==> src/rtl/irq_pkg.sv <==
// Shared constants for the interrupt controller: source count,
// register word offsets, control/status bit positions.
package irq_pkg;

  localparam int NSRC = 6;

  localparam logic [2:0] OFF_CTRL   = 3'd0;
  localparam logic [2:0] OFF_MASK   = 3'd1;
  localparam logic [2:0] OFF_MODE   = 3'd2;
  localparam logic [2:0] OFF_PEND   = 3'd3;
  localparam logic [2:0] OFF_STATUS = 3'd4;

  localparam int GE_BIT   = 0;
  localparam int STAT_VLD = 31;

  function automatic logic [2:0] lowest_idx(
    input logic [NSRC-1:0] v
  );
    lowest_idx = '0;
    for (int i = NSRC - 1; i >= 0; i--) begin
      if (v[i]) lowest_idx = i[2:0];
    end
  endfunction

endpackage

==> src/rtl/irq_src_cell.sv <==
// One interrupt source: previous-sample register, pending bit,
// level/edge set logic and write-1-to-clear with set priority.
module irq_src_cell (
  input  logic clk,
  input  logic rst_n,
  input  logic i_src,
  input  logic i_mode,
  input  logic i_clr,
  output logic o_pend
);

  logic r_prev;
  logic r_pend;
  logic w_set;

  assign w_set  = i_mode ? (i_src & ~r_prev) : i_src;
  assign o_pend = r_pend;

  always_ff @(posedge clk or negedge rst_n) begin
    if (!rst_n) begin
      r_prev <= 1'b0;
      r_pend <= 1'b0;
    end else begin
      r_prev <= i_src;
      r_pend <= w_set | (r_pend & ~i_clr);
    end
  end

endmodule

==> src/rtl/irq_ctrl.sv <==
// Interrupt controller: CTRL/MASK/MODE registers, per-source cells,
// priority encoder and combinational read mux.
module irq_ctrl
  import irq_pkg::*;
#(
  parameter int NSRC = irq_pkg::NSRC
) (
  input  logic            clk,
  input  logic            reset,
  input  logic [NSRC-1:0] src,
  input  logic [29:0]     addr,
  input  logic            we,
  input  logic [31:0]     din,
  output logic [31:0]     dout,
  output logic [NSRC-1:0] hwint
);

  logic            r_ge;
  logic [NSRC-1:0] r_mask;
  logic [NSRC-1:0] r_mode;

  logic [2:0]      w_off;
  logic [NSRC-1:0] w_pend;
  logic [NSRC-1:0] w_act;
  logic [NSRC-1:0] w_clr;
  logic [31:0]     w_dout;
  logic            w_unused;

  assign w_off    = addr[2:0];
  assign w_act    = w_pend & r_mask;
  assign hwint    = r_ge ? w_act : '0;
  assign w_clr    = (we && w_off == OFF_PEND) ? din[NSRC-1:0] : '0;
  assign w_unused = ^{addr[29:3], din[31:NSRC]};

  always_ff @(posedge clk or negedge reset) begin
    if (!reset) begin
      r_ge   <= 1'b0;
      r_mask <= '0;
      r_mode <= '0;
    end else if (we) begin
      case (w_off)
        OFF_CTRL: r_ge   <= din[GE_BIT];
        OFF_MASK: r_mask <= din[NSRC-1:0];
        OFF_MODE: r_mode <= din[NSRC-1:0];
        default: ;
      endcase
    end
  end

  for (genvar g = 0; g < NSRC; g++) begin : g_src
    irq_src_cell u_cell (
      .clk    (clk),
      .rst_n  (reset),
      .i_src  (src[g]),
      .i_mode (r_mode[g]),
      .i_clr  (w_clr[g]),
      .o_pend (w_pend[g])
    );
  end

  always_comb begin
    w_dout = '0;
    case (w_off)
      OFF_CTRL: w_dout[GE_BIT]   = r_ge;
      OFF_MASK: w_dout[NSRC-1:0] = r_mask;
      OFF_MODE: w_dout[NSRC-1:0] = r_mode;
      OFF_PEND: w_dout[NSRC-1:0] = w_pend;
      OFF_STATUS: begin
        w_dout[STAT_VLD] = (|w_act) & r_ge;
        w_dout[2:0]      = lowest_idx(w_act);
      end
      default: ;
    endcase
  end

  assign dout = w_dout;

endmodule

==> config.mk <==
export PLATFORM = sky130hd
export DESIGN_NAME = irq_ctrl
export DESIGN_NICKNAME = d
export VERILOG_FILES = /design/src/rtl/irq_pkg.sv /design/src/rtl/irq_src_cell.sv /design/src/rtl/irq_ctrl.sv
export SDC_FILE = /design/constraint.sdc
export NUM_CORES = 1
export LEC_CHECK = 0
export CORE_MARGIN = 2
export CORE_UTILIZATION = 34
export DETAILED_ROUTE_END_ITERATION = 8
export MAX_ROUTING_LAYER = met4
export PLACE_DENSITY = 0.81
export SLEW_MARGIN = 5
export SYNTH_ARGS = -nofsm -noshare
export SYNTH_HDL_FRONTEND = slang
export SYNTH_SLANG_ARGS = --single-unit
==> constraint.sdc <==
create_clock -name clk -period 1.6 [get_ports clk]
set_input_delay 0.24 -clock clk [delete_from_list [all_inputs] [get_ports clk]]
set_output_delay 0.24 -clock clk [all_outputs]
set_load 0.01 [all_outputs]
# Word-level counts from Yosys, hierarchy flattened
# Index checks and enable logic that the tools add are counted.
word_totals:
  register_bits: 25
  input_bits: 71
op_classes:
  n_eq_ne: 4
  mux: 18
  bitwise: 32
  n_reduce_logical: 6
op_table:
  columns: ["op", "count"]
  rows:
  - ["$mux W3", 6]
  - ["$and A1 B1 Y1", 13]
  - ["$mux W6", 2]
  - ["$not A1 Y1", 12]
  - ["$pmux W3 S3", 1]
  - ["$pmux W2 S4", 1]
  - ["$mux W1", 7]
  - ["$and A6 B6 Y6", 1]
  - ["$eq A3 B2 Y1 const B", 2]
  - ["$or A1 B1 Y1", 6]
  - ["$reduce_and A2 Y1", 3]
  - ["$reduce_or A6 Y1", 1]
  - ["$pmux W1 S5", 1]
  - ["$eq A3 B1 Y1 const B", 1]
  - ["$eq A3 B3 Y1 const B", 1]
  - ["$logic_not A3 Y1", 1]
  - ["$logic_and A1 B1 Y1", 1]

# Depth between registers and ports, before layout
# Gate-level depths: netlist (run 1).
depth:
  word_depth: 8
  mapped_depth: 5
  ltp_nobuf: 3

# Modules after synthesis
# A second synthesis (run 1) with hierarchy kept.
unflattened:
  cells_unflattened: 136
  area_unflattened_um2: 1516.5
by_module_without_submodules:
  columns: ["mod", "n_inst", "cells_each", "area_per_inst_um2", "seq_area_each_um2"]
  rows:
  - ["irq_ctrl", 1, 106, 1118.6, 325.3]
  - ["irq_src_cell", 6, 5, 66.3, 50.0]

# Worst setup path after synthesis (run 1)
# No wires, ideal clock.
synth_path:
  kind: "reg2out"
  start: "register r_mask[3]"
  end: "output dout[2]"
  t_arrival_ns: 1.052
  t_required_ns: 1.360
  setup_slack_ns: 0.308
  path_stages_with_launch: 4
  n_path_buf: 0
  path_cell_list: "dfrtp_1 a22oi_1 nand2b_1 o32ai_1"
synth_between:
  elab_chain_len: 6
synth_lines:
  columns: ["item", "line_no", "source"]
  rows:
  - ["start, declared", "irq_ctrl.sv:19", "logic [NSRC-1:0] r_mask;"]
  - ["start signal, assigned", "irq_ctrl.sv:43", "OFF_MASK: r_mask <= din[NSRC-1:0];"]
  - ["$and A6 B6 Y6", "irq_ctrl.sv:30", "assign w_act = w_pend & r_mask;"]
  - ["$mux W3 (4 in a row)", "irq_pkg.sv:21", "if (v[i]) lowest_idx = i[2:0];"]
  - ["$pmux W2 S4", "irq_ctrl.sv:63", "case (w_off)"]
  - ["end, declared", "irq_ctrl.sv:14", "output logic [31:0] dout,"]
# No other way between the ends.

# Final worst setup path (run 1)
layout_path:
  start: "register g_src[5].u_cell.r_pend"
  end: "output dout[31]"
layout_between:
  elab_chain_len: 4
layout_lines:
  columns: ["item", "line_no", "source"]
  rows:
  - ["start, declared", "irq_src_cell.sv:13", "logic r_pend;"]
  - ["start signal, assigned", "irq_src_cell.sv:25", "r_pend <= w_set | (r_pend & ~i_clr);"]
  - ["$and A6 B6 Y6", "irq_ctrl.sv:30", null]
  - ["$reduce_or A6 Y1", "irq_ctrl.sv:69", "w_dout[STAT_VLD] = (|w_act) & r_ge;"]
  - ["$and A1 B1 Y1", "irq_ctrl.sv:69", null]
  - ["$mux W1", "irq_ctrl.sv:63", null]
# No other way between the ends.

==> results of run 1 <==
==> cell usage after synthesis, drive strengths merged <==
library cell,instances,area share [%]
nand3,1,0.35
conb,1,0.26
nor4b,1,0.61
o2111a,1,0.78
mux2,18,14
mux4,1,1.6
and4bb,1,0.87
nand2,15,3.9
nand2b,1,0.44
a22o,6,3.7
a221oi,1,0.61
nor2,4,1.0
inv,1,0.26
a22oi,8,4.2
o22ai,1,0.44
and2,3,1.3
and3b,1,0.61
nor2b,1,0.61
buf,31,16
o32ai,2,1.2
dfrtp,25,44
and3,6,2.6
and4b,1,0.70
==> critical path, cell delays in order, from the launching register on <==
cell and delay, ps:
dfrtp_1 430, a22oi_1 330, nand2_1 90, o2111a_1 260
buf_2 140
==> state kept, by name, summed over array words and instances (netlist names) <==
name / flops
r_mask: 6
g_src.u_cell.r_prev: 6
r_mode: 6
r_ge: 1
g_src.u_cell.o_pend: 6
==> power groups by stage <==
stage	sequential [mW]	clock [mW]	combinational, mW
floorplan	0.784	0	0.327
finish	0.781	0.359	0.671
global placement	0.784	0	0.619
CTS	0.778	0.376	0.650
detailed placement	0.787	0	0.629
global route	0.793	0.395	0.734
==> kinds of logic (layout without fill, tap and decap cells) <==
group / after synthesis / in the layout / synth area share [%]
flops: 25 / 25 / 43.52
compound gates: 19 / 19 / 10.88
buf+inv: 32 / 73 / 16.62
other cells: 1 / 25 / 0.2608
mux: 19 / 19 / 15.67
simple gates: 35 / 35 / 13.05
==> routing by layer <==
layer,up-vias,GRT usage (%),share of wire (%)
met4,0,4.575,0.58
met3,2,2.485,4.4
met2,34,23.61,51
met5,-,-,0
met1,554,18.92,44
li1,545,-,-
==> worst min-delay path by stage <==
stage	start	to	slack (ps)	depth (start not counted)
finish	reset	g_src[0].u_cell.o_pend$_DFF_PN0_	330	2
global route	reset	r_ge$_DFFE_PN0P_	360	2
CTS	reset	r_mask[3]$_DFFE_PN0P_	340	2
detailed placement	r_mode[4]$_DFFE_PN0P_	r_mode[4]$_DFFE_PN0P_	540	1
global placement	g_src[4].u_cell.r_prev$_DFF_PN0_	g_src[4].u_cell.o_pend$_DFF_PN0_	530	2
floorplan	reset	g_src[0].u_cell.o_pend$_DFF_PN0_	-60	0
==> stage by stage <==
stage	TNS, ps	hold slack, ps
2_1_floorplan	0	-55.59
3_3_place_gp	-9387	526.6
3_5_place_dp	-9952	544.4
4_1_cts	-525.9	344.8
5_1_grt	-859.4	357.6
6_report	-431.2	334.2
==> final cells by class <==
type	count	area, um^2
Clock buffer	3	41.29
Clock inverter	1	5.005
Fill cell	346	2008
Inverter	1	3.754
Multi-Input combinational cell	98	743.2
Sequential cell	25	625.6
Tap cell	50	62.56
Timing Repair Buffer	68	539.3
==> repair_timing <==
| action | 4_1_cts | 5_1_grt |
|---|---|---|
| gates resized for setup | 55 | 10 |
| cloned | 0 | 0 |
| buffers inserted | 2 | 2 |
| pin swaps | 5 | 1 |
| endpoints found under the setup margin | 20 | 7 |
==> impl_metrics.tcl, run 1 <==
set metrics [dict create \
    outcome "finished with violations" \
    violations "negative setup slack" \
    cts_buffer_depth 2 \
    postRouteAntennaNets 0 \
    die_w_um 69.03 \
    fin_crit_ps 1756 \
    required_ps 1360 \
    routed_wl_um 3269 \
    die_h_um 69.03 \
    vias 1135 \
    pwr-share-seq_pct 43.1 \
    p_clk_share_pct 19.8 \
    core_um2 4029 \
    final_util_pct 50.16 \
    final_cell_mix "buf_4, conb_1, dfrtp_1" \
    syn_inst 131 \
    final-setup-viol-count 5 \
    r2r_start "r_mask[3]$_DFFE_PN0P_" \
    grt-ovfl-total 0 \
    crit_fanout 4 \
    drive_gt1_share_pct 43.37 \
    synth.yosys.seq_area_share_pct 43.52 \
    fin_area_um2 2021 \
    place_area_um2 1911 \
    ios 109 \
    grt_usage_pct 14.67 \
    hp-class "primary input to asynchronous set/reset pin" \
    fin_skew_ps 3.415 \
    port_buffers 30 \
    ys_types 25 \
    rrSetupSlack_ps 570 \
    crit_arrival_ps 1520 \
    numCtsBuffers 3 \
    cts_max_level 1 \
    dp_cells 238 \
    path_class "register to output pin" \
    total_power_mw 1.811 \
    end_kind "output pin" \
    start_util_pct 35.68 \
    layoutNonFillerInstCount 246 \
    rsz0062_at_grt "yes" \
    wl_per_cell_um 13.29 \
    p_leak_nw 0.9635 \
    hold_viol_final 0 \
    vdd_drop_max_mv 0.4187 \
    dp_slack_ps -749.9 \
    n_antenna_cell 0 \
    p_switching_mw 0.5360 \
    drtIter0Drc 50 \
    swShare_pct 29.59 \
    ys_warn_count 0 \
    final_common_cell "buf_4" \
    cts_hold_buffers 0 \
    gp_congestion 0.8397 \
    grt_pass1_vias 1158 \
    fin_ws_ps -155.9 \
    syn_avg_cell_area_um2 10.97 \
    layout.nets 268 \
    num_rows 23 \
    finalCritPeriodShare_pct 109.7 \
    cts_root_buffer "clkbuf_8" \
    power_frac_comb_pct 37.0 \
    synthToLayoutAreaGrowth_pct 40.56 \
    ys_ff_latch 25 \
    drv_slew 0 \
    cp-endpoint "dout[31]" \
    reg2regPathDepth 3 \
    maxCapViolCount 0 \
    cp-start-kind "register" \
    antenna_found_initial 0 \
    drc 0 \
    fmaxAchievable_mhz 569.5 \
    cts_tree "built" \
    cts.sinks 25 \
    clkLatencyLatePin_ps 260 \
    hpwl_um 2499 \
    p_per_area_nw_per_um2 896.3 \
    r2r-end "r_mask[3]$_DFFE_PN0P_" \
    worstSetupStartpoint "g_src[5].u_cell.o_pend$_DFF_PN0_" \
    intPower_mw 1.275 \
    dieArea_um2 4764 \
    viasPerCell 4.614 \
    grt_max_degree 26 \
    synth_area_um2 1438 \
    clk_pin_slew_ps 80 \
    grt_pass1_wl_um 5464 \
    first_pass_iters 4 \
]
Note: power is estimated with default switching activity, not from simulation.
==> run 2, diff against run 1 <==
--- a/config.mk
+++ b/config.mk
@@ -12,3 +12,3 @@
 export PLACE_DENSITY = 0.81
-export SLEW_MARGIN = 5
+export SLEW_MARGIN = 20
 export SYNTH_ARGS = -nofsm -noshare
==> constraint.sdc (replaced) <==
create_clock -name clk -period 1.6 [get_ports clk]
set_input_delay 0.32 -clock clk [delete_from_list [all_inputs] [get_ports clk]]
set_output_delay 0.32 -clock clk [all_outputs]
set_load 0.01 [all_outputs]
==> impl_metrics.tcl, run 2 (same netlist as run 1, synthesis figures left out) <==
set metrics [dict create \
    outcome "finished with violations" \
    violations "negative setup slack" \
    final_cell_mix "buf_4, conb_1, dfrtp_1" \
    p_switching_mw 0.5687 \
    grt_max_degree 26 \
    core_um2 4029 \
    die_h_um 69.03 \
    crit_arrival_ps 1560 \
    layoutNonFillerInstCount 245 \
    fin_hold_ws_ps 402.0 \
    end_kind "output pin" \
    clk_pin_slew_ps 90 \
    place_area_um2 1926 \
    p_leak_nw 0.9443 \
    final-setup-viol-count 7 \
    cts_hold_buffers 0 \
    clkLatencyLatePin_ps 270 \
    finalCritPeriodShare_pct 117.2 \
    grt_usage_pct 16.66 \
    fin_skew_ps 1.982 \
    path_class "register to output pin" \
    postRouteAntennaNets 0 \
    pwr-share-seq_pct 42.3 \
    synthToLayoutAreaGrowth_pct 38.64 \
    port_buffers 30 \
    dieArea_um2 4764 \
    cts.sinks 25 \
    hold_viol_final 0 \
    die_w_um 69.03 \
    vias 1178 \
    layout.nets 267 \
    maxCapViolCount 0 \
    fin_ws_ps -275.5 \
    fmaxAchievable_mhz 533.2 \
    dp_cells 240 \
    crit_fanout 3 \
    hpwl_um 2488 \
    routed_wl_um 3576 \
    p_per_area_nw_per_um2 922.6 \
    drv_slew 0 \
    viasPerCell 4.808 \
    n_antenna_cell 0 \
    total_power_mw 1.839 \
    wl_per_cell_um 14.60 \
    grt_pass1_vias 1243 \
    cts_max_level 1 \
    drtIter0Drc 74 \
    drive_gt1_share_pct 45.64 \
    start_util_pct 35.68 \
    hp-class "primary input to asynchronous set/reset pin" \
    p_clk_share_pct 20.5 \
    numCtsBuffers 3 \
    vdd_drop_max_mv 0.3820 \
    power_frac_comb_pct 37.2 \
    gp_congestion 0.8336 \
    grt_pass1_wl_um 6051 \
    final_common_cell "buf_4" \
    intPower_mw 1.270 \
    cts_root_buffer "clkbuf_8" \
    rsz0062_at_grt "yes" \
    final_util_pct 49.47 \
    swShare_pct 30.92 \
    ios 109 \
    cts_tree "built" \
    drc 0 \
    required_ps 1280 \
    num_rows 23 \
    tns_ps -1084 \
    fin_crit_ps 1875 \
    antenna_found_initial 0 \
    fin_area_um2 1993 \
    first_pass_iters 4 \
    cp-start-kind "register" \
    grt-ovfl-total 0 \
    cts_buffer_depth 2 \
    dp_slack_ps -928.8 \
]
## run 2: changes by cell type in the layout (fill, tap and decap cells not counted), sizes merged
| cell | change |
|---|---|
| clkdlybuf4s15 | -1 |
| clkdlybuf4s50 | -1 |
| clkbuf | +4 |
| dlygate4sd2 | -3 |
## run 2: cell type report
type,count,area [um^2]
Fill cell,361,2036
Multi-Input combinational cell,98,742.0
Sequential cell,25,625.6
Timing Repair Buffer,67,513.0
Tap cell,50,62.56
Clock buffer,3,41.29
Clock inverter,1,5.005
Inverter,1,3.754
## run 2: per-layer routing
| metal | vias to the layer above | share of wire (%) | GRT usage, % |
|---|---|---|---|
| met4 | 0 | 2.0 | 7.407 |
| met3 | 8 | 5.9 | 3.216 |
| met1 | 580 | 41 | 19.85 |
| met2 | 47 | 51 | 27.35 |
| met5 | - | 0 | - |
| li1 | 543 | - | - |
## run 2: repair_timing
item,CTS,global route
pin swaps,6,1
buffers inserted,0,1
gates resized for setup,64,11
endpoints found under the setup margin,25,12
endpoints found under the hold margin,0,0
## run 2: worst paths after layout
kind	from	to	slack (ps)	cells after the start
setup / recovery	g_src[3].u_cell.o_pend$_DFF_PN0_	dout[31]	-280	5
hold / removal	reset	r_ge$_DFFE_PN0P_	400	2
setup reg to reg	r_ge$_DFFE_PN0P_	r_ge$_DFFE_PN0P_	580	3
hold reg to reg	r_mode[3]$_DFFE_PN0P_	r_mode[3]$_DFFE_PN0P_	530	1
max in group asynchronous	reset	r_mask[2]$_DFFE_PN0P_	950	2
min in group clk	src[4]	g_src[4].u_cell.r_prev$_DFF_PN0_	510	1
## run 2: power groups by stage
stage               clock (mW)  sequential (mW)  combinational, mW
CTS                      0.382            0.777              0.670
global route             0.412            0.787              0.744
detailed placement           0            0.785              0.647
global placement             0            0.781              0.638
floorplan                    0            0.784              0.327
finish                   0.377            0.777              0.684
## run 2: critical path, stage by stage, from the launching register on
cell and delay [ps]:
dfrtp_1 410, a22oi_2 230, nand2b_1 120, buf_4 140
o2111a_1 240, buf_2 140
==> run 3, diff against run 2 <==
- SKIP_LAST_GASP: default -> 1
- TNS_END_PERCENT: default -> 10
==> impl_metrics.tcl, run 3 (same netlist as run 1, synthesis figures left out) <==
set metrics [dict create \
    routed_wl_um 3307 \
    fillers 356 \
    num_rows 23 \
    hp-class "primary input to asynchronous set/reset pin" \
    layout.nets 267 \
    cp-start-kind "register" \
    drtIter0Drc 48 \
    n_antenna_cell 0 \
    gp_congestion 0.8336 \
    core_um2 4029 \
    cts.sinks 25 \
    required_ps 1280 \
    hpwl_um 2488 \
    grt_usage_pct 15.49 \
    grt-ovfl-total 0 \
    violations "negative setup slack" \
    maxCapViolCount 0 \
    wl_per_cell_um 13.50 \
    first_pass_iters 4 \
    drv_slew 0 \
    outcome "finished with violations" \
    final_common_cell "buf_4" \
    finalCritPeriodShare_pct 116.4 \
    vdd_drop_max_mv 0.3810 \
    clkLatencyLatePin_ps 270 \
    drc 0 \
    dieArea_um2 4764 \
    cts_buffer_depth 2 \
    drive_gt1_share_pct 37.44 \
    final_cell_mix "buf_4, conb_1, dfrtp_1" \
    cts_root_buffer "clkbuf_8" \
    crit_arrival_ps 1540 \
    fmaxAchievable_mhz 537.0 \
    ios 109 \
    end_kind "output pin" \
    final-setup-viol-count 19 \
    antenna_found_initial 0 \
    fin_crit_ps 1862 \
    grt_max_degree 26 \
    rsz0062_at_grt "yes" \
    numCtsBuffers 3 \
    final_util_pct 49.38 \
    fin_skew_ps 3.694 \
    hold_viol_final 0 \
    tns_ps -2850 \
    die_w_um 69.03 \
    seq_area_um2 625.6 \
    cts_max_level 1 \
    p_leak_nw 0.9238 \
    die_h_um 69.03 \
    port_buffers 30 \
    vias 1181 \
    fin_ws_ps -262.2 \
    clk_pin_slew_ps 90 \
    dp_slack_ps -928.8 \
    grt_pass1_vias 1248 \
    postRouteAntennaNets 0 \
    cts_tree "built" \
    synthToLayoutAreaGrowth_pct 38.38 \
    crit_fanout 3 \
    start_util_pct 35.68 \
    path_class "register to output pin" \
    viasPerCell 4.820 \
    multi_input_comb_area_um2 698.2 \
    p_per_area_nw_per_um2 912.5 \
    grt_pass1_wl_um 5671 \
]
## run 3: power by group
part	switching, mW	internal [mW]
clock network	0.200	0.174
logic	0.276	0.390
registers	0.0588	0.716
total	0.535	1.28
## run 3: critical path, stage by stage, from the launching register on
cell and delay [ps]:
dfrtp_1 410, a22oi_2 220, nand2b_1 120, buf_4 140, o2111a_1 240, buf_2 140
## run 3: cell type report
cell class	instances	area share, %
clock inverter	1	0.2516
multi-input combinational	98	35.09
clock buffer	3	2.075
inverter	1	0.1887
sequential	25	31.45
timing repair buffer	67	27.80
tap	50	3.145
## run 3: repair_timing
item | in CTS | in global routing
buffers inserted | 0 | 1
pin swaps | 5 | 1
hold buffers | 0 | 0
endpoints found under the setup margin | 25 | 20
resized for setup | 32 | 1
## run 3: through the flow
| step | total power, mW | instance area [um^2] | hold slack, ps | cells |
|---|---|---|---|---|
| 5_1_grt | 1.926 | 1989 | 438.4 | 245 |
| 6_report | 1.815 | 1989 | 405.3 | 245 |
| 3_3_place_gp | 1.419 | 1926 | 529.1 | 240 |
| 2_1_floorplan | 1.111 | 1528 | 24.41 | 155 |
| 4_1_cts | 1.812 | 1987 | 414.7 | 244 |
| 3_5_place_dp | 1.432 | 1926 | 536.8 | 240 |
## run 3: final timing paths
path	depth (start not counted)	slack, ps	startpoint	end
max in group asynchronous	2	950	reset	r_mask[2]$_DFFE_PN0P_
min	2	410	reset	g_src[0].u_cell.o_pend$_DFF_PN0_
max reg2reg	2	670	r_ge$_DFFE_PN0P_	r_ge$_DFFE_PN0P_
max	5	-260	r_mask[3]$_DFFE_PN0P_	dout[31]
min reg2reg	2	560	g_src[4].u_cell.r_prev$_DFF_PN0_	g_src[4].u_cell.o_pend$_DFF_PN0_
min in group clk	1	510	src[4]	g_src[4].u_cell.r_prev$_DFF_PN0_
## run 3: per-layer routing
layer | vias up | GRT usage [%] | share of wire, %
met5 | - | - | 0
met4 | 0 | 8.061 | 3.2
met3 | 10 | 3.363 | 6.5
met2 | 47 | 26.60 | 50
met1 | 580 | 16.70 | 40
li1 | 544 | - | -
